===== src/rtl/mips_main_control.sv =====
// Multicycle MIPS main control: Moore FSM sequencing fetch/decode/execute/memory/writeback.
// Optional addi support is compiled in when MIPS_MAIN_CTRL_ADDI_EN is defined.
module mips_main_control (
    input  logic       clk,
    input  logic       rst,
    input  logic [5:0] opcode,
    input  logic       mem_ready,
    output logic       PCWrite,
    output logic       PCWriteCond,
    output logic       PCWriteCondN,
    output logic       IorD,
    output logic       MemRead,
    output logic       MemWrite,
    output logic       IRWrite,
    output logic       MemtoReg,
    output logic       RegDst,
    output logic       RegWrite,
    output logic       ALUSrcA,
    output logic [1:0] ALUSrcB,
    output logic [1:0] ALUOp,
    output logic [1:0] PCSource,
    output logic       illegal_op,
    output logic [3:0] state
);

    localparam logic [3:0] ST_FETCH    = 4'd0;
    localparam logic [3:0] ST_DECODE   = 4'd1;
    localparam logic [3:0] ST_MEMADR   = 4'd2;
    localparam logic [3:0] ST_MEMRD    = 4'd3;
    localparam logic [3:0] ST_MEMWB    = 4'd4;
    localparam logic [3:0] ST_MEMWR    = 4'd5;
    localparam logic [3:0] ST_RTYPE_EX = 4'd6;
    localparam logic [3:0] ST_RTYPE_WB = 4'd7;
    localparam logic [3:0] ST_BEQ      = 4'd8;
    localparam logic [3:0] ST_JUMP     = 4'd9;
`ifdef MIPS_MAIN_CTRL_ADDI_EN
    localparam logic [3:0] ST_ADDI_EX  = 4'd10;
    localparam logic [3:0] ST_ADDI_WB  = 4'd11;
`endif
    localparam logic [3:0] ST_BNE      = 4'd12;

    localparam logic [5:0] OP_RTYPE = 6'h00;
    localparam logic [5:0] OP_J     = 6'h02;
    localparam logic [5:0] OP_BEQ   = 6'h04;
    localparam logic [5:0] OP_BNE   = 6'h05;
`ifdef MIPS_MAIN_CTRL_ADDI_EN
    localparam logic [5:0] OP_ADDI  = 6'h08;
`endif
    localparam logic [5:0] OP_LW    = 6'h23;
    localparam logic [5:0] OP_SW    = 6'h2B;

    logic [3:0] state_q;
    logic [3:0] state_d;
    logic [5:0] op_q;
    logic       op_legal;

    always_comb begin
        op_legal = 1'b0;
        unique case (opcode)
            OP_LW, OP_SW, OP_RTYPE, OP_BEQ, OP_BNE, OP_J: op_legal = 1'b1;
`ifdef MIPS_MAIN_CTRL_ADDI_EN
            OP_ADDI: op_legal = 1'b1;
`endif
            default: op_legal = 1'b0;
        endcase
    end

    // NOTE: every signal driven here gets a default first, so no path leaves it unassigned and no latch is inferred.
    always_comb begin
        state_d = ST_FETCH;
        unique case (state_q)
            ST_FETCH:  state_d = mem_ready ? ST_DECODE : ST_FETCH;
            ST_DECODE: begin
                unique case (opcode)
                    OP_LW, OP_SW: state_d = ST_MEMADR;
                    OP_RTYPE:     state_d = ST_RTYPE_EX;
                    OP_BEQ:       state_d = ST_BEQ;
                    OP_BNE:       state_d = ST_BNE;
                    OP_J:         state_d = ST_JUMP;
`ifdef MIPS_MAIN_CTRL_ADDI_EN
                    OP_ADDI:      state_d = ST_ADDI_EX;
`endif
                    default:      state_d = ST_FETCH;
                endcase
            end
            // Only lw/sw reach MEMADR, so the latched opcode is one of those two.
            ST_MEMADR:   state_d = (op_q == OP_SW) ? ST_MEMWR : ST_MEMRD;
            ST_MEMRD:    state_d = mem_ready ? ST_MEMWB : ST_MEMRD;
            ST_MEMWR:    state_d = mem_ready ? ST_FETCH : ST_MEMWR;
            ST_RTYPE_EX: state_d = ST_RTYPE_WB;
`ifdef MIPS_MAIN_CTRL_ADDI_EN
            ST_ADDI_EX:  state_d = ST_ADDI_WB;
`endif
            default:     state_d = ST_FETCH;
        endcase
    end

    // NOTE: sequential state uses non-blocking assignments so every register updates from pre-edge values.
    always_ff @(posedge clk) begin
        if (rst) begin
            state_q <= ST_FETCH;
            op_q    <= 6'h00;
        end else begin
            state_q <= state_d;
            if (state_q == ST_DECODE) begin
                op_q <= opcode;
            end
        end
    end

    always_comb begin
        PCWrite      = 1'b0;
        PCWriteCond  = 1'b0;
        PCWriteCondN = 1'b0;
        IorD         = 1'b0;
        MemRead      = 1'b0;
        MemWrite     = 1'b0;
        IRWrite      = 1'b0;
        MemtoReg     = 1'b0;
        RegDst       = 1'b0;
        RegWrite     = 1'b0;
        ALUSrcA      = 1'b0;
        ALUSrcB      = 2'b00;
        ALUOp        = 2'b00;
        PCSource     = 2'b00;
        illegal_op   = 1'b0;
        state        = 4'd0;
        // Reset masks every output so an aborted instruction cannot write anything.
        if (!rst) begin
            state = state_q;
            unique case (state_q)
                ST_FETCH: begin
                    MemRead = 1'b1;
                    ALUSrcB = 2'b01;
                    PCWrite = mem_ready;
                    IRWrite = mem_ready;
                end
                ST_DECODE: begin
                    ALUSrcB    = 2'b11;
                    illegal_op = !op_legal;
                end
                ST_MEMADR: begin
                    ALUSrcA = 1'b1;
                    ALUSrcB = 2'b10;
                end
                ST_MEMRD: begin
                    MemRead = 1'b1;
                    IorD    = 1'b1;
                end
                ST_MEMWB: begin
                    MemtoReg = 1'b1;
                    RegWrite = 1'b1;
                end
                ST_MEMWR: begin
                    MemWrite = 1'b1;
                    IorD     = 1'b1;
                end
                ST_RTYPE_EX: begin
                    ALUSrcA = 1'b1;
                    ALUOp   = 2'b10;
                end
                ST_RTYPE_WB: begin
                    RegDst   = 1'b1;
                    RegWrite = 1'b1;
                end
                ST_BEQ: begin
                    ALUSrcA     = 1'b1;
                    ALUOp       = 2'b01;
                    PCSource    = 2'b01;
                    PCWriteCond = 1'b1;
                end
                ST_BNE: begin
                    ALUSrcA      = 1'b1;
                    ALUOp        = 2'b01;
                    PCSource     = 2'b01;
                    PCWriteCondN = 1'b1;
                end
                ST_JUMP: begin
                    PCWrite  = 1'b1;
                    PCSource = 2'b10;
                end
`ifdef MIPS_MAIN_CTRL_ADDI_EN
                ST_ADDI_EX: begin
                    ALUSrcA = 1'b1;
                    ALUSrcB = 2'b10;
                end
                ST_ADDI_WB: begin
                    RegWrite = 1'b1;
                end
`endif
                default: begin
                    PCWrite = 1'b0;
                end
            endcase
        end
    end

endmodule


===== config.mk =====
export PLATFORM = sky130hd
export DESIGN_NAME = mips_main_control
export DESIGN_NICKNAME = d
export VERILOG_FILES = /design/src/rtl/mips_main_control.sv
export SDC_FILE = /design/constraint.sdc
export NUM_CORES = 1
export LEC_CHECK = 0
export ABC_AREA = 1
export CAP_MARGIN = 20
export CORE_MARGIN = 1.5
export CORE_UTILIZATION = 43
export DETAILED_ROUTE_END_ITERATION = 16
export PLACE_DENSITY_LB_ADDON = 0.08
export SLEW_MARGIN = 20
export SYNTH_ARGS = -nofsm -noshare
export SYNTH_HDL_FRONTEND = slang
export SYNTH_SLANG_ARGS = --single-unit
export TNS_END_PERCENT = 10

===== constraint.sdc =====
create_clock -name clk -period 1.75 [get_ports clk]
set_input_delay 0.35 -clock clk [delete_from_list [all_inputs] [get_ports clk]]
set_output_delay 0.35 -clock clk [all_outputs]
set_load 0.01 [all_outputs]

Word-level counts from Yosys, hierarchy flattened
Cells that the tools add are included.
{"block": "totals", "regBits": 10, "latchBits": 0, "mem_bits_rw": 0, "romBits": 0, "output_inout_bits": 22, "elab_cells": 66, "memories": 0}
{"block": "op_classes", "n_addsub": 0, "mul": 0, "n_div": 0, "order_cmp": 0, "eq_ne": 16, "n_shift": 0, "n_mux": 38, "bitwise": 0, "n_reduce_logical": 10}
{"op": "$mux W1", "count": 25}
{"op": "$pmux W4 S6", "count": 1}
{"op": "$pmux W4 S5", "count": 1}
{"op": "$eq A6 B6 Y1 const B", "count": 3}
{"op": "$eq A4 B3 Y1 const B", "count": 4}
{"op": "$eq A4 B4 Y1 const B", "count": 3}
{"op": "$eq A6 B3 Y1 const B", "count": 2}
{"op": "$reduce_or A2 Y1", "count": 5}
{"op": "$mux W3", "count": 3}
{"op": "$eq A4 B2 Y1 const B", "count": 2}
{"op": "$pmux W2 S2", "count": 2}
{"op": "$eq A6 B2 Y1 const B", "count": 1}
{"op": "$logic_not A6 Y1", "count": 1}
{"op": "$mux W2", "count": 3}
{"op": "$pmux W2 S3", "count": 1}
{"op": "$reduce_or A6 Y1", "count": 1}
{"op": "$eq A4 B1 Y1 const B", "count": 1}
{"op": "$logic_not A4 Y1", "count": 1}
{"op": "$mux W4", "count": 1}
{"op": "$reduce_or A4 Y1", "count": 1}
{"op": "$pmux W1 S2", "count": 1}
{"op": "$logic_not A1 Y1", "count": 1}

Logic depth before layout (Yosys ltp)
Gate-level depths: netlist (run 1).
{"block": "logic_depth", "depth_word": 6, "mapped_depth": 8}

Worst setup path before layout (run 1)
No wires, ideal clock.
{"block": "synth_timing", "kind": "in2out", "start": "input port rst", "end": "output port IorD", "arrival_time_ps": 1182, "required_time_ps": 1400, "setup_slack_ps": 218, "cell_stages": 4, "n_path_buf": 1, "path_cell_list": "clkbuf_1 > nor2_1 > nand2_1 > o21ai_0"}
{"block": "synth_between", "elab_chain_cells": 1}
{"element": "start: declaration", "line_no": "5", "text": "input logic rst,"}
{"element": "$mux W1", "line_no": "129", "text": "if (!rst) begin"}
{"element": "end: declaration", "line_no": "11", "text": "output logic IorD,"}
Every way passes these cells.

Worst setup path after layout (run 1)
{"block": "layout_timing", "start": "input port opcode[3]", "end": "output port illegal_op"}
{"block": "layout_between", "elab_chain_cells": 6, "elab_cells_between_ends": 11, "cone_classes": "eq/ne: 5; mux: 3; reduce/logical: 3"}
{"element": "start: declaration", "line_no": "6", "text": "input logic [5:0] opcode,"}
{"element": "$eq A6 B2 Y1 (tied with other cells)", "line_no": "59", "text": "unique case (opcode)"}
{"element": "$reduce_or A6 Y1 (*)", "line_no": "59"}
{"element": "$mux W1 (*)", "line_no": "59"}
{"element": "$logic_not A1 Y1 (*)", "line_no": "140", "text": "illegal_op = !op_legal;"}
{"element": "$mux W1 (*)", "line_no": "131", "text": "unique case (state_q)"}
{"element": "$mux W1 (*)", "line_no": "129"}
{"element": "end: declaration", "line_no": "22", "text": "output logic illegal_op,"}
Mark *: on every way between the ends. The rest lies on a longest branch, timed or not.

==> results of run 1 <==
[state kept, by name (all words and copies together), names as in the netlist]
signal	count
op_q	6
state_q	4
[repair_timing]
action | CTS | global route
pin swaps | 2 | 0
hold buffers | 0 | 0
resized for setup | 50 | 29
endpoints found under the setup margin | 22 | 18
[path summary, 6_finish.rpt]
| kind | to | cells after the start |
|---|---|---|
| setup / recovery | illegal_op | 6 |
| hold / removal | op_q[3]$_SDFFE_PP0P_ | 2 |
| setup reg to reg | state_q[1]$_SDFF_PP0_ | 8 |
| hold reg to reg | op_q[3]$_SDFFE_PP0P_ | 2 |
[through the flow]
stage,hold WS [ps],setup slack (ps),setup TNS [ps],utilization
floorplan,454,218,0,-
global placement,467,-476,-7950,0.834
detailed placement,474,-586,-8650,0.834
CTS,504,-222,-409,0.875
global route,528,-162,-436,0.872
finish,497,-83.3,-91.4,0.872
[critical path: cells and delay by family]
kind	cells	cell delay, ps
buffers and inverters	2	670
and+or+nand+nor	4	460
[logic make-up (layout without fill, tap and decap cells)]
| group | Yosys count | count (layout) |
|---|---|---|
| AO/OA/AOI/OAI | 18 | 18 |
| buffers and inverters | 17 | 82 |
| flip-flops | 10 | 10 |
| AND/OR/NAND/NOR | 79 | 79 |
[power breakdown]
part / internal [uW] / leakage (uW) / switching [uW] / total [uW]
clock: 126 / 0.0000210 / 87.1 / 214
combinational: 80.6 / 0.000600 / 89.2 / 170
sequential: 239 / 0.0000835 / 8.53 / 248
[cell usage in the layout (no fill, tap or decap), drive strengths merged]
cell,n
nor3,4
o21ai,8
clkdlybuf4s50,4
a21oi,9
dlygate4sd2,6
nor2,40
dlymetal6s2s,4
inv,14
clkbuf,12
o31ai,1
nand3,8
dfxtp,10
buf,36
clkdlybuf4s15,6
nand3b,1
nand2,26
[cell type report]
class                   count  area, um2  share of cell area
inverters                  14       55.1              0.0424
multi-input cells          97        465               0.358
well taps                  16       20.0              0.0154
repair buffers             64        515               0.397
flip-flops and latches     10        206               0.159
clock buffers               4       36.3              0.0279
[routing by layer]
metal / routed length, um / GRT usage
met1: 1140 / 0.410
met2: 1490 / 0.530
met3: 226 / 0.0638
met4: 82 / 0.0750
met5: 0 / 0
==> flow_summary.ini, run 1 <==
[run_status]
status = finished with violations
violations = negative setup slack

[cells_and_area]
fillCellCount = 89
final_area_um2 = 1300
syn_to_final_growth_pct = 89.8
fin_nets = 199
n_antenna_cell = 0
drive_gt1_frac = 0.376
final_cells = 205

[routing]
dr.pass1.iters = 4
wl_um = 2940
first_iter_violations = 91
vias = 1108
routedWlPerCell_um = 14.4
ant_nets = 0
drc = 0
vias_per_cell = 5.40

[synth]
synth_edf_count = 0
synth-simple-area-share = 0.468
synthAdderAreaFrac = 0
synth_xor_area_frac = 0
syn_area_per_cell_um2 = 5.52
synth_seq_cells = 10
muxShareOfSynthArea = 0
syn-cell-area_um2 = 684
postSynthCellCount = 124
ys_top_cells_by_count = 39 x nor2_1, 25 x nand2_1, 12 x inv_1
yosys_warnings = 0
synth-main-ff-cell = dfxtp_1
synth.most_common_cell = nor2_1
synthesis.nets = 133
synth_compound_area_frac = 0.135
synth.distinct_cells = 16
netlist.area_leader.share = 0.293
synthArstFlopShare = 0
synth_top_family_by_area = simple AND/OR/NAND/NOR gates
synth.top_cells.by_area = dfxtp_1 29%, nor2_1 21%, nand2_1 14%, a21oi_1 6.6%, inv_1 6.6%
synth_top_cell_by_area = dfxtp_1
seq_area_frac_synth = 0.293

[sta]
fin_skew_ps = 3.15
setup_viol = 2
finalWorstSetupSlack_ps = -83.3
tightest_slew_ps = 331
hold_viol = 0
clock.fmax_mhz = 545
slew_headroom = 0.780
slew_violations = 0
finalCritPeriodShare = 1.05
rsz0062_at_grt = true
period_minus_slack_ps = 1830

[die]
io_pins = 31
die_y_um = 42.9
dieWidth_um = 42.9
die-area_um2 = 1840
num_rows = 14
core_um2 = 1490
initial_core_util = 0.460

[clock_tree]
cts_root_buf = clkbuf_4
cts_buffers = 3
clockBufferDepth = 2
path_clk_slew_ps = 70
clock-sinks = 10
cts_tree = yes
htree_levels = 1
post_cts.repair.setup_buffers = 0
clk_latency_ps = 270

[grt]
grt_overflow_total = 0
grt_pass1_vias = 997
grt_pass1_wl_um = 4370
grt_usage = 0.315
grt_max_degree = 12
grt_antenna_before_repair = 0

[setup_path]
critPathMaxStageDelay_ps = 510
critPathLaunchType = input port
worstPathRequired_ps = 1400
crit_chain = clkdlybuf4s50_1, nor2_1, nand3_1, nand2_1, nor3_1, clkbuf_2
cp_max_fo = 3
critPathKind = input port to output port
cp_slowest_cell = clkdlybuf4s50_1
worstReg2RegStart = state_q[0]$_SDFF_PP0_
crit_start = opcode[3]
r2r_setup_slack_ps = 490
arrival_ps = 1480
cp-end-kind = output port

[placed_design]
dp_hpwl_um = 2050
placed_area_um2 = 1240
gp_congestion = 0.867
port_buffers = 30
placed_cells = 201

[min_path]
hp-class = register to register
hp-start = op_q[3]$_SDFFE_PP0P_

[run]
drv_cap = 0

[power]
powerDensity_nw_per_um2 = 486
finalPower_uw = 631
vdd_ir_drop_max_v = 0.000571
leakagePower_uw = 0.000704
No activity file was read; power rests on OpenSTA's default activity.
==> run 2: changes to the inputs <==
CAP_MARGIN = unset   (was 20)
SLEW_MARGIN = 5   (was 20)
==> results of run 2 <==
Final layout, timing and power as in run 1 (identical DEF).
